[src/rtl/dec_4to16_pkg.sv]
// Shared constants for the 4-to-16 decoder.
package dec_4to16_pkg;

  localparam int unsigned DEC_SEL_W = 4;
  localparam int unsigned DEC_OUT_W = 16;

  // Word presented when no decode is active, for each output polarity.
  localparam logic [DEC_OUT_W-1:0] DEC_INACTIVE_HIGH = 16'h0000;
  localparam logic [DEC_OUT_W-1:0] DEC_INACTIVE_LOW  = 16'hFFFF;

endpackage

[src/rtl/dec_2to4.sv]
// Plain active-high 2-to-4 one-hot decoder with enable; building block for dec_4to16.
module dec_2to4 (
  input  logic [1:0] sel_i,
  input  logic       en_i,
  output logic [3:0] y_o
);

  // Raise the selected line only while enabled.
  always_comb begin
    y_o = 4'b0000;
    if (en_i) begin
      y_o[sel_i] = 1'b1;
    end
  end

endmodule

[src/rtl/dec_4to16.sv]
// 4-to-16 decoder built as a two-level tree of dec_2to4, with selectable output
// polarity and an optional output register.
module dec_4to16
  import dec_4to16_pkg::*;
#(
  parameter int unsigned OUT_ACTIVE_LOW = 0,
  parameter int unsigned REG_OUT        = 1
) (
  input  logic                 clk,
  input  logic                 rst_n,
  input  logic                 en,
  input  logic                 a,
  input  logic                 b,
  input  logic                 c,
  input  logic                 d,
  output logic [DEC_OUT_W-1:0] out,
  output logic                 out_valid
);

  localparam logic [DEC_OUT_W-1:0] Inactive =
      (OUT_ACTIVE_LOW != 0) ? DEC_INACTIVE_LOW : DEC_INACTIVE_HIGH;

  logic [3:0]           grp_en;
  logic [DEC_OUT_W-1:0] onehot;
  logic [DEC_OUT_W-1:0] word_d;

  // {a,b} picks one group of four; {c,d} picks the line within that group.
  dec_2to4 u_dec_hi (
    .sel_i ({a, b}),
    .en_i  (en),
    .y_o   (grp_en)
  );

  for (genvar g = 0; g < 4; g++) begin : gen_lo
    dec_2to4 u_dec_lo (
      .sel_i ({c, d}),
      .en_i  (grp_en[g]),
      .y_o   (onehot[g*4 +: 4])
    );
  end

  // Apply output polarity; a disabled tree is all-zero, which inverts to all-ones.
  always_comb begin
    word_d = onehot;
    if (OUT_ACTIVE_LOW != 0) begin
      word_d = ~onehot;
    end
  end

  if (REG_OUT != 0) begin : gen_reg
    logic [DEC_OUT_W-1:0] out_q;
    logic                 valid_q;

    // Output register; synchronous reset drops any in-flight decode.
    always_ff @(posedge clk) begin
      if (!rst_n) begin
        out_q   <= Inactive;
        valid_q <= 1'b0;
      end else begin
        out_q   <= word_d;
        valid_q <= en;
      end
    end

    assign out       = out_q;
    assign out_valid = valid_q;
  end else begin : gen_comb
    // Combinational path; reset only suppresses the valid flag.
    assign out       = word_d;
    assign out_valid = en & rst_n;
  end

endmodule

[config.mk]
export PLATFORM = sky130hd
export DESIGN_NAME = dec_4to16
export DESIGN_NICKNAME = d
export VERILOG_FILES = /design/src/rtl/dec_4to16_pkg.sv /design/src/rtl/dec_2to4.sv /design/src/rtl/dec_4to16.sv
export SDC_FILE = /design/constraint.sdc
export NUM_CORES = 1
export LEC_CHECK = 0
export ABC_AREA = 1
export BUFFER_PORTS_ARGS = -buffer_cell sky130_fd_sc_hd__buf_2
export CORE_AREA = 2 2 39 41
export DETAILED_ROUTE_END_ITERATION = 7
export DIE_AREA = 0 0 41 43
export PLACE_DENSITY = 0.75
export SLEW_MARGIN = 5
export SYNTH_ARGS = -nofsm -noshare
export SYNTH_HDL_FRONTEND = slang
export SYNTH_SLANG_ARGS = --single-unit
[constraint.sdc]
create_clock -name clk -period 0.98 [get_ports clk]
set_input_delay 0 -clock clk [delete_from_list [all_inputs] [get_ports clk]]
set_output_delay 0 -clock clk [all_outputs]
set_load 0.02 [all_outputs]
==> metrics.log, run 1 <==
INFO  metric worstMarginPinSlew = 0.169 ns
INFO  metric power.density_cell_area = roughly 1700 mW/mm^2
INFO  metric synthMostInstantiatedCell = sky130_fd_sc_hd__nor2_1
INFO  metric count_of_flip_flops_with_a_built_in_enable_after_synthesis = 0
INFO  metric dominantRegCellSynth = sky130_fd_sc_hd__dfxtp_1
INFO  metric grt_pass1_vias = 348
INFO  metric syn-mean-instance-area = 9.07 um^2
INFO  metric yosys_warnings = 0
INFO  metric floorplan.io_pins = 24
INFO  metric holdWs = ~0.03 ns
INFO  metric design.final.nets = 89
INFO  metric avgViaCountPerCell = 4.24
INFO  metric place_ws = just over 0.4 ns
INFO  metric synthTopCellsByCount = sky130_fd_sc_hd__nor2_1, sky130_fd_sc_hd__dfxtp_1, sky130_fd_sc_hd__nand2_1
INFO  metric mappedNetlistNets = 59
INFO  metric tritoncts = built
INFO  metric power = 1.14 mW
INFO  metric vias = 411
INFO  metric grt_start_max_net_pins = 11
INFO  metric synth_compound_area_share = 0%
INFO  metric critical_path_start_end_classification = in2reg
INFO  metric globalRouteTotalUtil = approximately 13%
INFO  metric synth_top_family_by_area = simple AND/OR/NAND/NOR gates
INFO  metric initialDrtViolationCount = 2
INFO  metric critical_path.startpoint_type = input port
INFO  metric detail-route-antenna-nets = 0
INFO  metric gp_congestion = 0.702
INFO  metric p_leak = roughly 0.36 nW
INFO  metric minimum_setup_slack_in_the_final_design = between 0.15 and 0.2 ns
INFO  metric critPathArrivalTime = 1.01 ns
INFO  metric wl_per_cell = 9.78 um
INFO  metric post_cts_resized = 0
INFO  metric min_to = out[2]$_SDFF_PN0_
INFO  metric final.period_utilization = between 80% and 90%
INFO  metric clock_path_buffers = 2
INFO  metric cts_max_level = 1
INFO  metric remaining_drc_errors = 0
INFO  metric syn_area = 472 um^2
INFO  metric drv_slew = 0
INFO  metric clk_pin_slew = 0.09 ns
INFO  metric timing.setup.tns = 0 ns
INFO  metric hold_path_class = in2reg
INFO  metric route.final.wire_length = 949 um
INFO  metric rsz0062_at_grt = no
INFO  metric achievable-frequency = 1220 MHz
INFO  metric run_status = complete, no violations
INFO  metric cts_buffers = 3
INFO  metric ys_ff_latch = 17
INFO  metric worst_ir_drop_vdd = 518 uV
INFO  metric async_flop_share = 0%
INFO  metric clock_tree.root_cell = sky130_fd_sc_hd__clkbuf_4
INFO  metric setup.worst_path.end_class = flip-flop
INFO  metric synth_cell_types = 4
INFO  metric yosysTopAreaCellShare = around 70%
INFO  metric syn_to_final_growth = 38.7%
INFO  metric std_cell_rows = 14
INFO  metric area_share_of_and_or_nand_nor_cells_after_synthesis = 23.1%
INFO  metric syn_inst = 52
INFO  metric dp_hpwl = 708 um
INFO  metric min_delay_startpoint = c
INFO  metric netlist.top_cell.by_area = sky130_fd_sc_hd__dfxtp_1
INFO  metric filler_cell_count = 135
INFO  metric critical_path_peak_fanout = 5
INFO  metric core_area = roughly 0.0014 mm^2
INFO  metric dp_cells = 91
INFO  metric grt_pass1_wl = between 1 and 1.5 mm
INFO  metric stdcell_count = 97
INFO  metric synth.top_cells.by_area = sky130_fd_sc_hd__dfxtp_1, sky130_fd_sc_hd__nor2_1, sky130_fd_sc_hd__nand2_1
INFO  metric synth_mux_area_share = 0%
INFO  metric hold_path_depth = 3
INFO  metric dieArea = between 0.0015 and 0.002 mm^2
INFO  metric globalRoute.totalOverflow = 0
INFO  metric die_width = around 41 um
INFO  metric floorplan.initialDensity = 34.1%
INFO  metric synth-seq-area-share = 72.1%
INFO  metric drt_first_pass_iters = 2
INFO  metric cp.required = between 1 and 1.5 ns
INFO  metric count_of_clock_tree_sinks = 17
INFO  metric min_period = 0.819 ns
INFO  metric timing.final.setup_violations = 0
INFO  metric port_buffers = 23
INFO  metric yosys.area_share.adder = 0%
INFO  metric synth-xor-area-share = 0%
INFO  metric die_h = 43 um
INFO  metric timing.max_cap.violations = 0
INFO  metric grt_antenna_before_repair = 0
INFO  metric max-slew-margin-rel = between 80% and 90%
INFO  metric antenna_cells_inserted = 0
INFO  metric layout_cell_share_with_drive_strength_beyond_1 = 33.3%
INFO  metric cts.repair_timing.setup_buffer_count = 0
INFO  metric report.final.hold_viol_count = 0
-- layout by cell type (no fill, tap or decap), drive strengths merged --
master and n:
clkbuf 3, inv 6, clkinv 1, nor2 19
buf 23, dfxtp 17, dlygate4sd3 2, nand2 10
-- kinds of logic after synthesis --
kind of cell,count (synthesis)
and+or+nand+nor,29
buffers and inverters,6
DFF,17
-- layout make-up --
| cell class | instances | area, um^2 | share of cell area [%] |
|---|---|---|---|
| flip-flops and latches | 17 | 340 | 52.0 |
| repair buffers | 25 | 135 | 20.7 |
| multi-input cells | 29 | 109 | 16.6 |
| clock buffers | 3 | 22.5 | 3.44 |
| inverters | 6 | 22.5 | 3.44 |
| well taps | 16 | 20.0 | 3.06 |
| clock inverters | 1 | 5.00 | 0.765 |
-- registers in the layout (all words and copies together), names as in the netlist --
| signal | flops |
|---|---|
| out_valid | 1 |
| out | 16 |
-- critical path, stage by stage --
cell                            delay, ns
sky130_fd_sc_hd__dlygate4sd3_1       0.55
sky130_fd_sc_hd__buf_2               0.12
sky130_fd_sc_hd__nand2_1             0.05
sky130_fd_sc_hd__inv_1               0.07
sky130_fd_sc_hd__nand2_1             0.16
sky130_fd_sc_hd__nor2_1              0.06
-- repair_timing --
action | CTS | global route
hold buffers | 2 | 0
setup endpoints to repair | 0 | 0
hold endpoints to repair | 1 | 0
-- power breakdown --
group          total, mW  switching, mW  internal, mW
logic             0.0748         0.0470        0.0277
registers          0.701        0.00197         0.699
clock network      0.365          0.213         0.152
-- metrics by stage --
step | util (%) | area (um^2)
finish | 47.3 | 654
global route | 47.3 | 654
CTS | 47.3 | 654
detailed placement | 43.9 | 607
global placement | 43.9 | 607
floorplan | - | 472
-- worst max-delay path by stage --
stage / from / end / slack (ns) / cells past startpoint
3_5_place_dp: en / out[8]$_SDFF_PN0_ / 0.40 / 5
2_1_floorplan: out[0]$_SDFF_PN0_ / out[0] / 0.58 / 0
5_1_grt: en / out[13]$_SDFF_PN0_ / 0.11 / 6
6_report: en / out[8]$_SDFF_PN0_ / 0.16 / 6
3_3_place_gp: en / out[11]$_SDFF_PN0_ / 0.43 / 5
4_1_cts: en / out[8]$_SDFF_PN0_ / 0.17 / 6
-- per-layer routing --
metal / vias to the layer above / global-route usage, % / routed length [um]
li1: 209 / - / -
met1: 180 / 12.6 / 390
met2: 18 / 18.8 / 430
met3: 4 / 3.14 / 87
met4: 0 / 14.0 / 42
met5: - / 0 / 0
Note: power is estimated with default switching activity, not from simulation.
==> run 2: changes to the inputs <==
clock period = 0.8 ns   (was 0.98 ns; I/O delays follow)
==> run 2 against run 1 <==
Against the previous run:
- power is 22% higher
- via count stayed put
- global-route usage is 0.41 points lower
- combinational power is 20% higher
- non-clock buffer count is 1 lower
- critical path type is now reg2out
- design area is 1.1% higher
- highest routed layer unchanged
- worst hold slack better by 0.0055 ns
- cell count is 1.0% lower
- flip-flop and latch count stayed put
==> metrics.log, run 2 (synthesis gave the netlist of run 1 again) <==
INFO  metric dieArea = 0.00176 mm^2 (unchanged)
INFO  metric grt_antenna_before_repair = 0 (unchanged)
INFO  metric dp_cells = 91 (unchanged)
INFO  metric dp_hpwl = 708 um (unchanged)
INFO  metric area_of_the_multi_input_gates = 109 um^2 (unchanged)
INFO  metric setup.worst_path.end_class = primary output
INFO  metric critical_path_buf_inv_count = 1 (-2)
INFO  metric critical_path_start_end_classification = reg2out
INFO  metric stdcell_count = 96 (-1.0%)
INFO  metric cts_buffers = 3 (unchanged)
INFO  metric critPathMaxStageDelay = 0.32 ns (-0.23 ns)
INFO  metric critical_path.top_delay_family = flip-flops
INFO  metric syn_to_final_growth = 40.3%
INFO  metric layout.area.seq = 340 um^2 (unchanged)
INFO  metric critical_path.startpoint_type = flip-flop
INFO  metric std_cell_rows = 14 (unchanged)
INFO  metric timing.max_cap.violations = 0 (unchanged)
INFO  metric run_status = complete, no violations
INFO  metric design.final.nets = 88 (-1.1%)
INFO  metric rsz0062_at_grt = no
INFO  metric worstMarginPinSlew = 0.168 ns (-0.000193 ns)
INFO  metric grt_pass1_vias = 352 (+1.1%)
INFO  metric initialDrtViolationCount = 5 (+3)
INFO  metric detail-route-antenna-nets = 0 (unchanged)
INFO  metric cts_max_level = 1 (unchanged)
INFO  metric wl_per_cell = 9.66 um (-1.3%)
INFO  metric p_leak = 0.357 nW (-0.99%)
INFO  metric slowest_stage = sky130_fd_sc_hd__dfxtp_1
INFO  metric worst_ir_drop_vdd = 619 uV (+20%)
INFO  metric layout.cells.most_common = sky130_fd_sc_hd__nor2_1
INFO  metric globalRoute.totalOverflow = 0 (unchanged)
INFO  metric power = 1.39 mW (+22%)
INFO  metric cts.repair_timing.setup_buffer_count = 0 (unchanged)
INFO  metric port_buffers = 23 (unchanged)
INFO  metric min_period = 0.767 ns
INFO  metric report.final.hold_viol_count = 0 (unchanged)
INFO  metric antenna_cells_inserted = 0 (unchanged)
INFO  metric cp.required = 0.80 ns (-0.37 ns)
INFO  metric grt_pass1_wl = 1.35 mm (-3.0%)
INFO  metric die_width = 41 um (unchanged)
INFO  metric hold_path_class = in2reg
INFO  metric clock_path_buffers = 2 (unchanged)
INFO  metric count_of_clock_tree_sinks = 17 (unchanged)
INFO  metric max-slew-margin-rel = 88.8% (about the same)
INFO  metric core_area = 0.00138 mm^2 (unchanged)
INFO  metric avgViaCountPerCell = 4.28 (+1.0%)
INFO  metric grt_start_max_net_pins = 11 (unchanged)
INFO  metric floorplan.io_pins = 24 (unchanged)
INFO  metric layout_cell_share_with_drive_strength_beyond_1 = 33.8% (+0.42 points)
INFO  metric gp_congestion = 0.702 (unchanged)
INFO  metric globalRouteTotalUtil = 12.3% (-0.41 points)
INFO  metric power.density_cell_area = 2110 mW/mm^2 (+21%)
INFO  metric critPathArrivalTime = 0.77 ns (-0.24 ns)
INFO  metric timing.final.setup_violations = 0 (unchanged)
INFO  metric critical_path_peak_fanout = 1 (-4)
INFO  metric tritoncts = built
INFO  metric clock_tree.root_cell = sky130_fd_sc_hd__clkbuf_4
INFO  metric achievable-frequency = 1300 MHz
INFO  metric vias = 411 (unchanged)
INFO  metric mostFrequentLayoutCells = sky130_fd_sc_hd__nor2_1, sky130_fd_sc_hd__dfxtp_1, sky130_fd_sc_hd__buf_2
INFO  metric holdWs = 0.0356 ns (+0.00548 ns)
INFO  metric drv_slew = 0 (unchanged)
INFO  metric drt_first_pass_iters = 3 (+1)
INFO  metric floorplan.initialDensity = 34.1% (unchanged)
INFO  metric route.final.wire_length = 927 um (-2.3%)
INFO  metric final.period_utilization = 95.9%
INFO  metric die_h = 43 um (unchanged)
INFO  metric remaining_drc_errors = 0 (unchanged)
INFO  metric filler_cell_count = 132 (-2.2%)
INFO  metric largest_register_ff_count = 16 (unchanged)
INFO  metric clk_pin_slew = 0.09 ns (about the same)
INFO  metric timing.setup.tns = 0 ns (unchanged)
INFO  metric timing.critical_path.cells = buf_2
## run 2: changes by cell type in the layout (fill, tap and decap cells not counted), sizes merged
| cell | change |
|---|---|
| dlygate4sd3 | -1 |
## run 2: routing by layer
metal,GRT usage (%),share of wire (%),vias to the layer above
met5,0,0,-
met4,14.0,4.5,0
met3,3.14,8.4,4
met2,17.8,44,18
met1,12.3,43,182
li1,-,-,207
## run 2: cell type report
type                    count  area share [%]
inverters                   6            3.40
well taps                  16            3.02
clock buffers               3            3.40
flip-flops and latches     17            51.4
clock inverters             1           0.756
multi-input cells          29            16.4
repair buffers             24            21.6
## run 2: worst paths after layout
check / from / to / slack (ns) / cells after the start
max: out[2]$_SDFF_PN0_ / out[2] / 0.03 / 1
min: c / out[2]$_SDFF_PN0_ / 0.04 / 3
## run 2: what timing repair did
action                                  CTS  global route
resized for setup                         0             7
endpoints found under the setup margin    0             7
hold buffers                              1             0
endpoints found under the hold margin     1             0
## run 2: through the flow
stage,worst slack [ns],utilization [%],cell area (um^2)
after global placement,0.255,43.9,607
after CTS,0.0135,46.6,644
after detailed placement,0.224,43.9,607
final,0.0327,47.8,662
after global routing,0.000924,47.8,662
after floorplan,0.405,-,472
## run 2: power breakdown
group          internal [mW]  switching [mW]
Sequential             0.856         0.00262
Clock                  0.186           0.260
Combinational         0.0326          0.0568
Total                   1.07           0.319
==> run 3: changes to the inputs <==
ABC_AREA = not set   (was 1)
PLACE_DENSITY = 0.74   (was 0.75)
==> run 3 against run 2 <==
Against the previous run:
- first-iteration DRC count down 60%
- core utilization up 0.90 points
- highest routed layer unchanged
- non-clock buffer count up 3
- power down 0.34%
- largest cell class unchanged
- synthesized cell count down 21%
- sequential share of layout area down 0.95 points
- worst hold slack better by 0.038 ns
- via count down 5.1%
==> metrics.log, run 3 <==
INFO  metric run_status = complete, no violations
INFO  metric largest_register_ff_count = 16 (unchanged)
INFO  metric p_leak = 0.318 nW (-11%)
INFO  metric dp_cells = 80 (-12%)
INFO  metric synth-seq-area-share = 73.5% (+1.4 points)
INFO  metric syn_inst = 41 (-21%)
INFO  metric vias = 390 (-5.1%)
INFO  metric place_ws = 0.0608 ns (-0.163 ns)
INFO  metric dieArea = 0.00176 mm^2 (unchanged)
INFO  metric achievable-frequency = 1270 MHz (-2.3%)
INFO  metric synthMostInstantiatedCell = sky130_fd_sc_hd__dfxtp_1
INFO  metric cts_max_level = 1 (unchanged)
INFO  metric std_cell_rows = 14 (unchanged)
INFO  metric min_period = 0.785 ns (+0.0182 ns)
INFO  metric globalRoute.totalOverflow = 0 (unchanged)
INFO  metric yosys_warnings = 0 (unchanged)
INFO  metric remaining_drc_errors = 0 (unchanged)
INFO  metric wl_per_cell = 10.6 um (+10%)
INFO  metric tritoncts = built
INFO  metric syn_area = 463 um^2 (-1.9%)
INFO  metric mostFrequentLayoutCells = sky130_fd_sc_hd__buf_2, sky130_fd_sc_hd__dfxtp_1, sky130_fd_sc_hd__nor2_1
INFO  metric route.final.wire_length = 935 um (+0.86%)
INFO  metric power = 1.39 mW (-0.34%)
INFO  metric floorplan.io_pins = 24 (unchanged)
INFO  metric power.density_cell_area = 2060 mW/mm^2 (-2.2%)
INFO  metric clock_path_buffers = 2 (unchanged)
INFO  metric cts_buffers = 3 (unchanged)
INFO  metric crit_path_end = out[4]$_SDFF_PN0_
INFO  metric syn-mean-instance-area = 11.3 um^2 (+24%)
INFO  metric hold_path_class = in2reg
INFO  metric grt_start_max_net_pins = 10 (-1)
INFO  metric layout.cells.most_common = sky130_fd_sc_hd__buf_2
INFO  metric grt_pass1_vias = 353 (+0.28%)
INFO  metric stdcell_count = 88 (-8.3%)
INFO  metric design.final.nets = 80 (-9.1%)
INFO  metric yosysTopAreaCellShare = 73.5% (+1.4 points)
INFO  metric clk_pin_slew = 0.09 ns (about the same)
INFO  metric timing.setup.tns = 0 ns (unchanged)
INFO  metric count_of_flip_flops_with_a_built_in_enable_after_synthesis = 0 (unchanged)
INFO  metric max-slew-margin-rel = 83.3% (-5.5 points)
INFO  metric dominantRegCellSynth = sky130_fd_sc_hd__dfxtp_1
INFO  metric mappedNetlistNets = 48 (-19%)
INFO  metric hold_path_depth = 3 (unchanged)
INFO  metric floorplan.initialDensity = 33.5% (-0.63 points)
INFO  metric grt_pass1_wl = 1.39 mm (+3.6%)
INFO  metric synth_cell_types = 9 (+5)
INFO  metric core_area = 0.00138 mm^2 (unchanged)
INFO  metric antenna_cells_inserted = 0 (unchanged)
INFO  metric minimum_setup_slack_in_the_final_design = 0.0145 ns (-0.0182 ns)
INFO  metric layout_cell_share_with_drive_strength_beyond_1 = 36.1% (+2.4 points)
INFO  metric globalRouteTotalUtil = 12.4% (+0.14 points)
INFO  metric detail-route-antenna-nets = 0 (unchanged)
INFO  metric critical_path_start_end_classification = in2reg
INFO  metric worst_ir_drop_vdd = 693 uV (+12%)
INFO  metric drv_slew = 0 (unchanged)
INFO  metric die_h = 43 um (unchanged)
INFO  metric synth.top_cells.by_area = sky130_fd_sc_hd__dfxtp_1, sky130_fd_sc_hd__nor2_1, sky130_fd_sc_hd__nor3_1
INFO  metric ys_ff_latch = 17 (unchanged)
INFO  metric clock_tree.root_cell = sky130_fd_sc_hd__clkbuf_4
INFO  metric timing.final.setup_violations = 0 (unchanged)
INFO  metric crit_start = d
INFO  metric netlist.top_cell.by_area = sky130_fd_sc_hd__dfxtp_1
INFO  metric cp.required = 1.01 ns (+0.21 ns)
INFO  metric gp_congestion = 0.678 (-3.5%)
INFO  metric report.final.hold_viol_count = 0 (unchanged)
INFO  metric rsz0062_at_grt = yes
INFO  metric dp_hpwl = 665 um (-6.1%)
INFO  metric port_buffers = 23 (unchanged)
INFO  metric final.period_utilization = 98.2% (+2.3 points)
INFO  metric setup.worst_path.end_class = flip-flop
INFO  metric async_flop_share = 0% (unchanged)
INFO  metric timing.max_cap.violations = 0 (unchanged)
INFO  metric avgViaCountPerCell = 4.43 (+3.5%)
INFO  metric critPathArrivalTime = 1.00 ns (+0.23 ns)
INFO  metric synthTopCellsByCount = sky130_fd_sc_hd__dfxtp_1, sky130_fd_sc_hd__nor2_1, sky130_fd_sc_hd__nor3_1
INFO  metric die_width = 41 um (unchanged)
INFO  metric syn_to_final_growth = 45.7%
INFO  metric initialDrtViolationCount = 2 (-3)
INFO  metric worstMarginPinSlew = 0.250 ns (+0.0813 ns)
INFO  metric critical_path.startpoint_type = input port
INFO  metric count_of_clock_tree_sinks = 17 (unchanged)
INFO  metric drt_first_pass_iters = 4 (+1)
INFO  metric grt_antenna_before_repair = 0 (unchanged)
INFO  metric critical_path_peak_fanout = 7 (+6)
[run 3: kinds of logic after synthesis]
group	share of synthesized area (%)
flops	73.5
simple gates	26.5
[run 3: stage by stage]
step	instance area [um^2]	hold WS, ns	util, %
after floorplan	463	0.0768	-
after global placement	598	0.257	43.2
after detailed placement	598	0.264	43.2
after CTS	664	0.0633	48.0
after global routing	674	0.0963	48.7
final	674	0.0733	48.7
[run 3: repair_timing]
| action | 4_1_cts | 5_1_grt |
|---|---|---|
| setup endpoints to repair | 0 | 11 |
| resized for setup | 0 | 4 |
| hold buffers | 4 | 0 |
| setup buffers | 0 | 0 |
| endpoints found under the hold margin | 5 | 0 |
[run 3: worst min path at each step]
stage / to / startpoint / slack (ns)
6_report: out[6]$_SDFF_PN0_ / c / 0.07
3_5_place_dp: out[8]$_SDFF_PN0_ / b / 0.26
2_1_floorplan: out[0]$_SDFF_PN0_ / d / 0.08
4_1_cts: out[6]$_SDFF_PN0_ / c / 0.06
3_3_place_gp: out[2]$_SDFF_PN0_ / d / 0.26
5_1_grt: out[6]$_SDFF_PN0_ / c / 0.1
[run 3: layout make-up]
class                           count  area (um^2)
Sequential cell                    17          340
Fill cell                         126          709
Multi-Input combinational cell     24          123
Tap cell                           16         20.0
Clock buffer                        4         26.3
Timing Repair Buffer               27          165
[run 3: where the power goes]
| part | switching, mW | total [mW] | internal, mW |
|---|---|---|---|
| clock | 0.239 | 0.433 | 0.193 |
| sequential | 0.00211 | 0.858 | 0.856 |
| combinational | 0.0552 | 0.0982 | 0.0430 |
| total | 0.297 | 1.39 | 1.09 |
[run 3: worst max-delay path, cell delays in order]
cell                            delay, ns
sky130_fd_sc_hd__dlygate4sd3_1       0.53
sky130_fd_sc_hd__buf_2               0.16
sky130_fd_sc_hd__nand2b_1            0.20
sky130_fd_sc_hd__nor2_1              0.12
[run 3: per-layer routing]
metal  routed length [um]  global-route usage (%)  vias to the layer above  part of all wire (%)
met5                    0                       0                        -                     0
met4                   12                    12.0                        0                   1.3
met3                   64                    1.57                        2                   6.8
met2                  471                    20.0                       14                    50
met1                  386                    12.4                      173                    41
li1                     -                       -                      201                     -
